$ cat src/rtl/matrix_op_sequencer_if.sv
// Bus bundle for matrix_op_sequencer: command, operand stream, datapath drive and result stream.
interface matrix_op_sequencer_if #(
   parameter int N = 3,
   parameter int W = 8
);
   logic               cmd_valid;
   logic               cmd_ready;
   logic [2:0]         cmd_op;
   logic               in_valid;
   logic               in_ready;
   logic [W-1:0]       in_data;
   logic [2:0]         dp_op;
   logic               dp_start;
   logic [N*N*W-1:0]   dp_a;
   logic [N*N*W-1:0]   dp_b;
   logic               dp_done;
   logic [N*N*W-1:0]   dp_result;
   logic               out_valid;
   logic               out_ready;
   logic [W-1:0]       out_data;
   logic               out_last;

   modport slave (
      input  cmd_valid, cmd_op, in_valid, in_data, dp_done, dp_result, out_ready,
      output cmd_ready, in_ready, dp_op, dp_start, dp_a, dp_b, out_valid, out_data, out_last
   );

   modport master (
      output cmd_valid, cmd_op, in_valid, in_data, dp_done, dp_result, out_ready,
      input  cmd_ready, in_ready, dp_op, dp_start, dp_a, dp_b, out_valid, out_data, out_last
   );
endinterface

$ cat src/rtl/matrix_op_sequencer.sv
// Sequences one matrix command: stream operands in, fire the datapath once,
// wait (with timeout) for its result, then stream the result matrix out row-major.
module matrix_op_sequencer #(
   parameter int N       = 3,
   parameter int W       = 8,
   parameter int TIMEOUT = 15
) (
   input  logic                  clk,
   input  logic                  rst,
   matrix_op_sequencer_if.slave  bus,
   output logic                  busy,
   output logic                  err
);
   localparam int NE = N * N;
   localparam int IW = (NE > 1) ? $clog2(NE) : 1;
   localparam int CW = $clog2(TIMEOUT + 1);

   typedef enum logic [2:0] {IDLE, LOAD_A, LOAD_B, EXEC, WAIT, DRAIN} state_e;

   state_e            state_q, state_d;
   logic [IW-1:0]     idx_q, idx_d;
   logic [CW-1:0]     cnt_q, cnt_d;
   logic [NE*W-1:0]   a_q, a_d, b_q, b_d, res_q, res_d;
   logic [2:0]        op_q, op_d;
   logic              err_q, err_d;
   logic              cmd_hs, in_hs, out_hs, last_idx, cnt_end;

   assign cmd_hs   = bus.cmd_valid && (state_q == IDLE);
   assign in_hs    = bus.in_valid && ((state_q == LOAD_A) || (state_q == LOAD_B));
   assign out_hs   = bus.out_ready && (state_q == DRAIN);
   assign last_idx = (idx_q == IW'(NE - 1));
   assign cnt_end  = (cnt_q == CW'(TIMEOUT - 1));

   always_ff @(posedge clk or negedge rst) begin
      if (!rst) state_q <= IDLE;
      else      state_q <= state_d;
   end

   always_comb begin
      state_d = state_q;
      case (state_q)
         IDLE:    if (cmd_hs) state_d = LOAD_A;
         LOAD_A:  if (in_hs && last_idx) state_d = op_q[2] ? EXEC : LOAD_B;
         LOAD_B:  if (in_hs && last_idx) state_d = EXEC;
         EXEC:    state_d = WAIT;
         // a done on the last allowed cycle takes priority over the abort
         WAIT:    if (bus.dp_done) state_d = DRAIN;
                  else if (cnt_end) state_d = IDLE;
         DRAIN:   if (out_hs && last_idx) state_d = IDLE;
         default: state_d = IDLE;
      endcase
   end

   always_comb begin
      bus.cmd_ready = (state_q == IDLE);
      bus.in_ready  = (state_q == LOAD_A) || (state_q == LOAD_B);
      bus.dp_start  = (state_q == EXEC);
      bus.out_valid = (state_q == DRAIN);
      bus.out_last  = (state_q == DRAIN) && last_idx;
      bus.out_data  = '0;
      if (state_q == DRAIN) bus.out_data = res_q[int'(idx_q)*W +: W];
      bus.dp_op     = op_q;
      bus.dp_a      = a_q;
      bus.dp_b      = b_q;
      busy          = (state_q != IDLE);
      err           = err_q;
   end

   always_comb begin
      idx_d = idx_q;
      cnt_d = cnt_q;
      a_d   = a_q;
      b_d   = b_q;
      res_d = res_q;
      op_d  = op_q;
      err_d = err_q;
      case (state_q)
         IDLE: if (cmd_hs) begin
            op_d  = bus.cmd_op;
            err_d = 1'b0;
            idx_d = '0;
            a_d   = '0;
            b_d   = '0;
         end
         LOAD_A: if (in_hs) begin
            a_d[int'(idx_q)*W +: W] = bus.in_data;
            idx_d = last_idx ? '0 : idx_q + IW'(1);
         end
         LOAD_B: if (in_hs) begin
            b_d[int'(idx_q)*W +: W] = bus.in_data;
            idx_d = last_idx ? '0 : idx_q + IW'(1);
         end
         EXEC: cnt_d = '0;
         WAIT: begin
            if (bus.dp_done)  res_d = bus.dp_result;
            else if (cnt_end) err_d = 1'b1;
            else              cnt_d = cnt_q + CW'(1);
         end
         DRAIN: if (out_hs) idx_d = last_idx ? '0 : idx_q + IW'(1);
         default: ;
      endcase
   end

   always_ff @(posedge clk or negedge rst) begin
      if (!rst) begin
         idx_q <= '0;
         cnt_q <= '0;
         a_q   <= '0;
         b_q   <= '0;
         res_q <= '0;
         op_q  <= '0;
         err_q <= 1'b0;
      end else begin
         idx_q <= idx_d;
         cnt_q <= cnt_d;
         a_q   <= a_d;
         b_q   <= b_d;
         res_q <= res_d;
         op_q  <= op_d;
         err_q <= err_d;
      end
   end
endmodule

$ cat src/flat_wrapper.sv
// flat-port wrapper written by rule: the top's interface ports become plain ports
module matrix_op_sequencer_flat 
#(
   parameter int N       = 3,
   parameter int W       = 8,
   parameter int TIMEOUT = 15
)
  (clk, rst, busy, err, bus_cmd_valid, bus_cmd_op, bus_in_valid, bus_in_data, bus_dp_done, bus_dp_result, bus_out_ready, bus_cmd_ready, bus_in_ready, bus_dp_op, bus_dp_start, bus_dp_a, bus_dp_b, bus_out_valid, bus_out_data, bus_out_last);
  matrix_op_sequencer_if #(.N(N), .W(W)) bus_i ();
  input  logic clk;
  input  logic rst;
  output logic busy;
  output logic err;
  input wire logic [$bits(bus_i.cmd_valid)-1:0] bus_cmd_valid;
  input wire logic [$bits(bus_i.cmd_op)-1:0] bus_cmd_op;
  input wire logic [$bits(bus_i.in_valid)-1:0] bus_in_valid;
  input wire logic [$bits(bus_i.in_data)-1:0] bus_in_data;
  input wire logic [$bits(bus_i.dp_done)-1:0] bus_dp_done;
  input wire logic [$bits(bus_i.dp_result)-1:0] bus_dp_result;
  input wire logic [$bits(bus_i.out_ready)-1:0] bus_out_ready;
  output wire logic [$bits(bus_i.cmd_ready)-1:0] bus_cmd_ready;
  output wire logic [$bits(bus_i.in_ready)-1:0] bus_in_ready;
  output wire logic [$bits(bus_i.dp_op)-1:0] bus_dp_op;
  output wire logic [$bits(bus_i.dp_start)-1:0] bus_dp_start;
  output wire logic [$bits(bus_i.dp_a)-1:0] bus_dp_a;
  output wire logic [$bits(bus_i.dp_b)-1:0] bus_dp_b;
  output wire logic [$bits(bus_i.out_valid)-1:0] bus_out_valid;
  output wire logic [$bits(bus_i.out_data)-1:0] bus_out_data;
  output wire logic [$bits(bus_i.out_last)-1:0] bus_out_last;
  assign bus_i.cmd_valid = bus_cmd_valid;
  assign bus_i.cmd_op = bus_cmd_op;
  assign bus_i.in_valid = bus_in_valid;
  assign bus_i.in_data = bus_in_data;
  assign bus_i.dp_done = bus_dp_done;
  assign bus_i.dp_result = bus_dp_result;
  assign bus_i.out_ready = bus_out_ready;
  assign bus_cmd_ready = bus_i.cmd_ready;
  assign bus_in_ready = bus_i.in_ready;
  assign bus_dp_op = bus_i.dp_op;
  assign bus_dp_start = bus_i.dp_start;
  assign bus_dp_a = bus_i.dp_a;
  assign bus_dp_b = bus_i.dp_b;
  assign bus_out_valid = bus_i.out_valid;
  assign bus_out_data = bus_i.out_data;
  assign bus_out_last = bus_i.out_last;
  matrix_op_sequencer #(.N(N), .W(W), .TIMEOUT(TIMEOUT)) u_core (.clk(clk), .rst(rst), .bus(bus_i), .busy(busy), .err(err));
endmodule
$ cat config.mk
export PLATFORM = sky130hd
export DESIGN_NAME = matrix_op_sequencer_flat
export DESIGN_NICKNAME = d
export VERILOG_FILES = /design/src/rtl/matrix_op_sequencer_if.sv /design/src/rtl/matrix_op_sequencer.sv /design/src/flat_wrapper.sv
export SDC_FILE = /design/constraint.sdc
export NUM_CORES = 1
export LEC_CHECK = 0
export CAP_MARGIN = 20
export CORE_MARGIN = 4
export CORE_UTILIZATION = 55
export CTS_BUF_LIST = sky130_fd_sc_hd__clkbuf_4
export DETAILED_ROUTE_END_ITERATION = 8
export GPL_ROUTABILITY_DRIVEN = 0
export PLACE_DENSITY = 0.92
export SYNTH_ARGS = -nofsm -noshare
export SYNTH_HDL_FRONTEND = slang
export SYNTH_SLANG_ARGS = --single-unit
$ cat constraint.sdc
create_clock -name clk -period 5.25 [get_ports clk]
set_input_delay 0.7875 -clock clk [delete_from_list [all_inputs] [get_ports clk]]
set_output_delay 0.7875 -clock clk [all_outputs]
set_load 0.01 [all_outputs]
==> qor.log <==
[floorplan] core box area 17,420 um2
[worst_setup_path] data required time of the worst path 4460 ps
[clock_tree] CTS clk-pin slew, worst paths 80 ps
[layout] final cell count without fillers 1,211
[power_and_ir_drop] Leakage Power 5.684 nW
[clock_tree] CTS Buf Count 56
[clock_tree] CTS tree yes
[placement] Placed Cells incl. Taps 1,113
[clock_tree] Clk Tree Root Cell sky130_fd_sc_hd__clkbuf_4
[synth] Post-Syn Area 9856 um2
[sta] Final Hold Fails 0
[synth] cells taking the most area after synthesis sky130_fd_sc_hd__dfrtp_1, sky130_fd_sc_hd__a22o_1, sky130_fd_sc_hd__mux2_2
[power_and_ir_drop] Int Pwr 0.003748 W
[routing] DRT Wirelength 26,410 um
[layout] fin nets 1,045
[power_and_ir_drop] share of total power in sequential cells 0.430
[synth] mean post-synth cell area 14.47 um2
[clock_tree] insertion delay to the later sink of the worst-skew pair 660 ps
[floorplan] effective utilization at floorplan 0.5659
[global_routing] maximum number of pins on one net before global-route repair 143
[synth] total nets after synthesis 778
[routing] violation count after the first detailed-routing iteration 433
[global_routing] GRT Resource Usage Total 0.2626
[floorplan] Die Y 141.9 um
[routing] post-detailed-route wirelength per cell 21.81 um
[worst_setup_path] capture point of the critical path bus_out_data[0]
[routing] detailed-route DRC error count 0
[global_routing] vias in the first global route 7,652
[global_routing] global-route congestion overflow total 0
[routing] residual antenna-violating net count after detailed routing 0
[clock_tree] post_cts resized 0
[sta] tightest slew margin relative to the limit 0.3207
[power_and_ir_drop] combinational group share of total power 0.315
[worst_setup_path] highest fanout seen on the critical path 21
[min_path] class of the tightest hold or removal check input port to asynchronous set/reset pin
[layout] Storage cell area 5781 um2
[layout] Antenna diodes 0
[sta] transition time at the pin with the least slew margin 1011 ps
[routing] via density per instance 5.965
[synth] distinct cell type count of the synthesized netlist 61
[routing] DR pass1 iterations 5
[global_routing] antenna violations before repair 0
[synth] ys flop type sky130_fd_sc_hd__dfrtp_1
[power_and_ir_drop] portion of total power attributed to the clock network 0.255
[synth] biggest area consumer among synthesized cells sky130_fd_sc_hd__dfrtp_1
[sta] final worst path period need 3809 ps
[clock_tree] Max clock buf depth 3
[floorplan] num rows 48
[synth] top cell type's share of synthesized area 0.5865
[worst_setup_path] startpoint of the worst setup timing path u_core.idx_q[2]
[worst_setup_path] worst setup path category register to primary output
[worst_setup_path] critical path endpoint category primary output
[placement] I/O Buffers 250
[floorplan] width of the chip 141.9 um
[floorplan] Die Outline Area 20,130 um2
[worst_setup_path] RR Endpoint u_core.bus.dp_a[37]
[placement] HPWL after DPL 18,740 um
[outcome] result of the run finished clean
[power_and_ir_drop] largest voltage drop on the vdd net 290.7 uV
[layout] fraction of layout instances using a drive strength above 1 0.2181
[sta] clock tree skew after final layout 26.49 ps
[sta] pins over their slew limit 0
[sta] Setup Viol. Count Final 0
[global_routing] first-pass GRT wire length 41,520 um
[synth] Seq/Total Area, Yosys 0.5865
[worst_setup_path] arrival time at the worst endpoint 3020 ps
[sta] accumulated negative setup slack 0 ps
[synth] count of flip-flops with a built-in enable after synthesis 0
[power_and_ir_drop] switching share of power 0.3252
[worst_setup_path] Register-to-Register Setup Slack 2240 ps
[routing] number of vias after detailed routing 7,224
[worst_setup_path] worst reg-to-reg path cell count 6
[synth] Post-Synthesis Cells 681
[layout] total area of multi-input combinational cells 3790 um2
[clock_tree] Post-CTS Hold Buffers 0
[floorplan] io pins 251
[power_and_ir_drop] total power density per cell area 421.8 nW/um2
[worst_setup_path] beginning of the worst register-to-register path u_core.idx_q[2]
[layout] area added between synthesis and finish 33.63%
[power_and_ir_drop] reported net switching power 0.001807 W
[synth] flop and latch count out of synthesis 231
[sta] achievable clock frequency 0.2625 GHz
[layout] Fillers 1,076
[worst_setup_path] startpoint type of the worst setup path register
[sta] setup repair after global routing missed its margin no
[clock_tree] post-CTS setup buffer count 0
[job] count of max-cap constraint violations 0
[sta] fraction of the cycle the final worst path needs 0.7255
[synth] total of warnings raised by yosys 0
[synth] share of synthesized flip-flops with an asynchronous set or reset 1.000
[clock_tree] # clock sinks 231
[clock_tree] CTS HTree Levels 2
[how the worst min path moves through the flow]
stage                           startpoint                  end  cells after the start  slack, ps
after floorplan           u_core.res_q[16]     u_core.res_q[16]                      1        480
after global placement          u_core.err           u_core.err                      2        460
final                                  rst  u_core.bus.dp_b[43]                      1        270
after CTS                              rst  u_core.bus.dp_a[43]                      1        280
after global routing                   rst  u_core.bus.dp_b[61]                      1        330
after detailed placement        u_core.err           u_core.err                      2        470
[power groups by stage]
stage,clock network (W),logic [W],registers [W]
floorplan,0,0.00129,0.00231
global placement,0,0.00167,0.00241
detailed placement,0,0.00172,0.00243
CTS,0.00145,0.00173,0.00240
global route,0.00154,0.00189,0.00244
finish,0.00142,0.00175,0.00239
[state kept, by name (all words and copies together) (netlist names)]
| register | cells |
|---|---|
| u_core.res_q | 72 |
| u_core.state_q | 3 |
| u_core.bus.dp_b | 72 |
| u_core.cnt_q | 4 |
| u_core.idx_q | 4 |
| u_core.bus.dp_a | 72 |
| u_core.bus.dp_op | 3 |
| u_core.err | 1 |
[worst max-delay path, stage by stage, from the launching register on]
cell and delay (ps):
sky130_fd_sc_hd__dfrtp_1 720, sky130_fd_sc_hd__nor3_2 430, sky130_fd_sc_hd__and3_1 450, sky130_fd_sc_hd__o2bb2ai_1 190, sky130_fd_sc_hd__clkdlybuf4s50_1 570
[cells by family after synthesis]
kind of cell,share of synthesized area
flops,0.5865
buf+inv,0.02958
simple gates,0.05395
xor+xnor,0.002666
fa+ha+maj,0.01016
mux,0.1367
compound gates,0.1804
[cell usage after synthesis (all sizes together) (8+ instances only)]
cell type and number:
dfrtp 231, a22o 112, mux2 77, buf 35, a32o 32, nor2 25
o21ai 20, mux4 16, clkbuf 13, nand2 13, mux2i 12, o2bb2ai 10
inv 9, ha 8
[cell type report]
| class | instances | area share |
|---|---|---|
| Tap cell | 225 | 0.02138 |
| Multi-Input combinational cell | 393 | 0.2878 |
| Inverter | 9 | 0.002565 |
| Clock buffer | 78 | 0.04446 |
| Clock inverter | 18 | 0.007505 |
| Sequential cell | 231 | 0.4389 |
| Timing Repair Buffer | 257 | 0.1974 |
[per-stage QoR]
| stage | area, um2 | util | setup WS [ps] | power (W) | hold WS (ps) |
|---|---|---|---|---|---|
| after CTS | 13130 | 0.7537 | 1334 | 0.005586 | 275.1 |
| after detailed placement | 12440 | 0.7144 | 1896 | 0.004159 | 471.1 |
| after floorplan | 9856 | - | 2668 | 0.003595 | 475.2 |
| after global routing | 13170 | 0.7562 | 1256 | 0.005860 | 327.0 |
| final | 13170 | 0.7562 | 1441 | 0.005555 | 266.5 |
| after global placement | 12440 | 0.7144 | 1996 | 0.004078 | 463.0 |
[cell usage in the layout (no fill, tap or decap), drive strengths merged, types with 13 or more instances in the layout]
cell type      instances
a22o                 112
a32o                  32
mux2                  77
mux4                  16
nand2                 13
clkdlybuf4s50        249
nor2                  25
clkinv                17
dfrtp                231
clkbuf                78
o21ai                 20
[layer usage]
metal | GRT usage | vias up | routed length [um]
met1 | 0.3293 | 3635 | 10170
li1 | - | 3187 | -
met3 | 0.06876 | 44 | 2277
met5 | 0 | - | 0
met4 | 0.08889 | 0 | 523
met2 | 0.4461 | 358 | 13450
No activity file was read; power rests on OpenSTA's default activity.
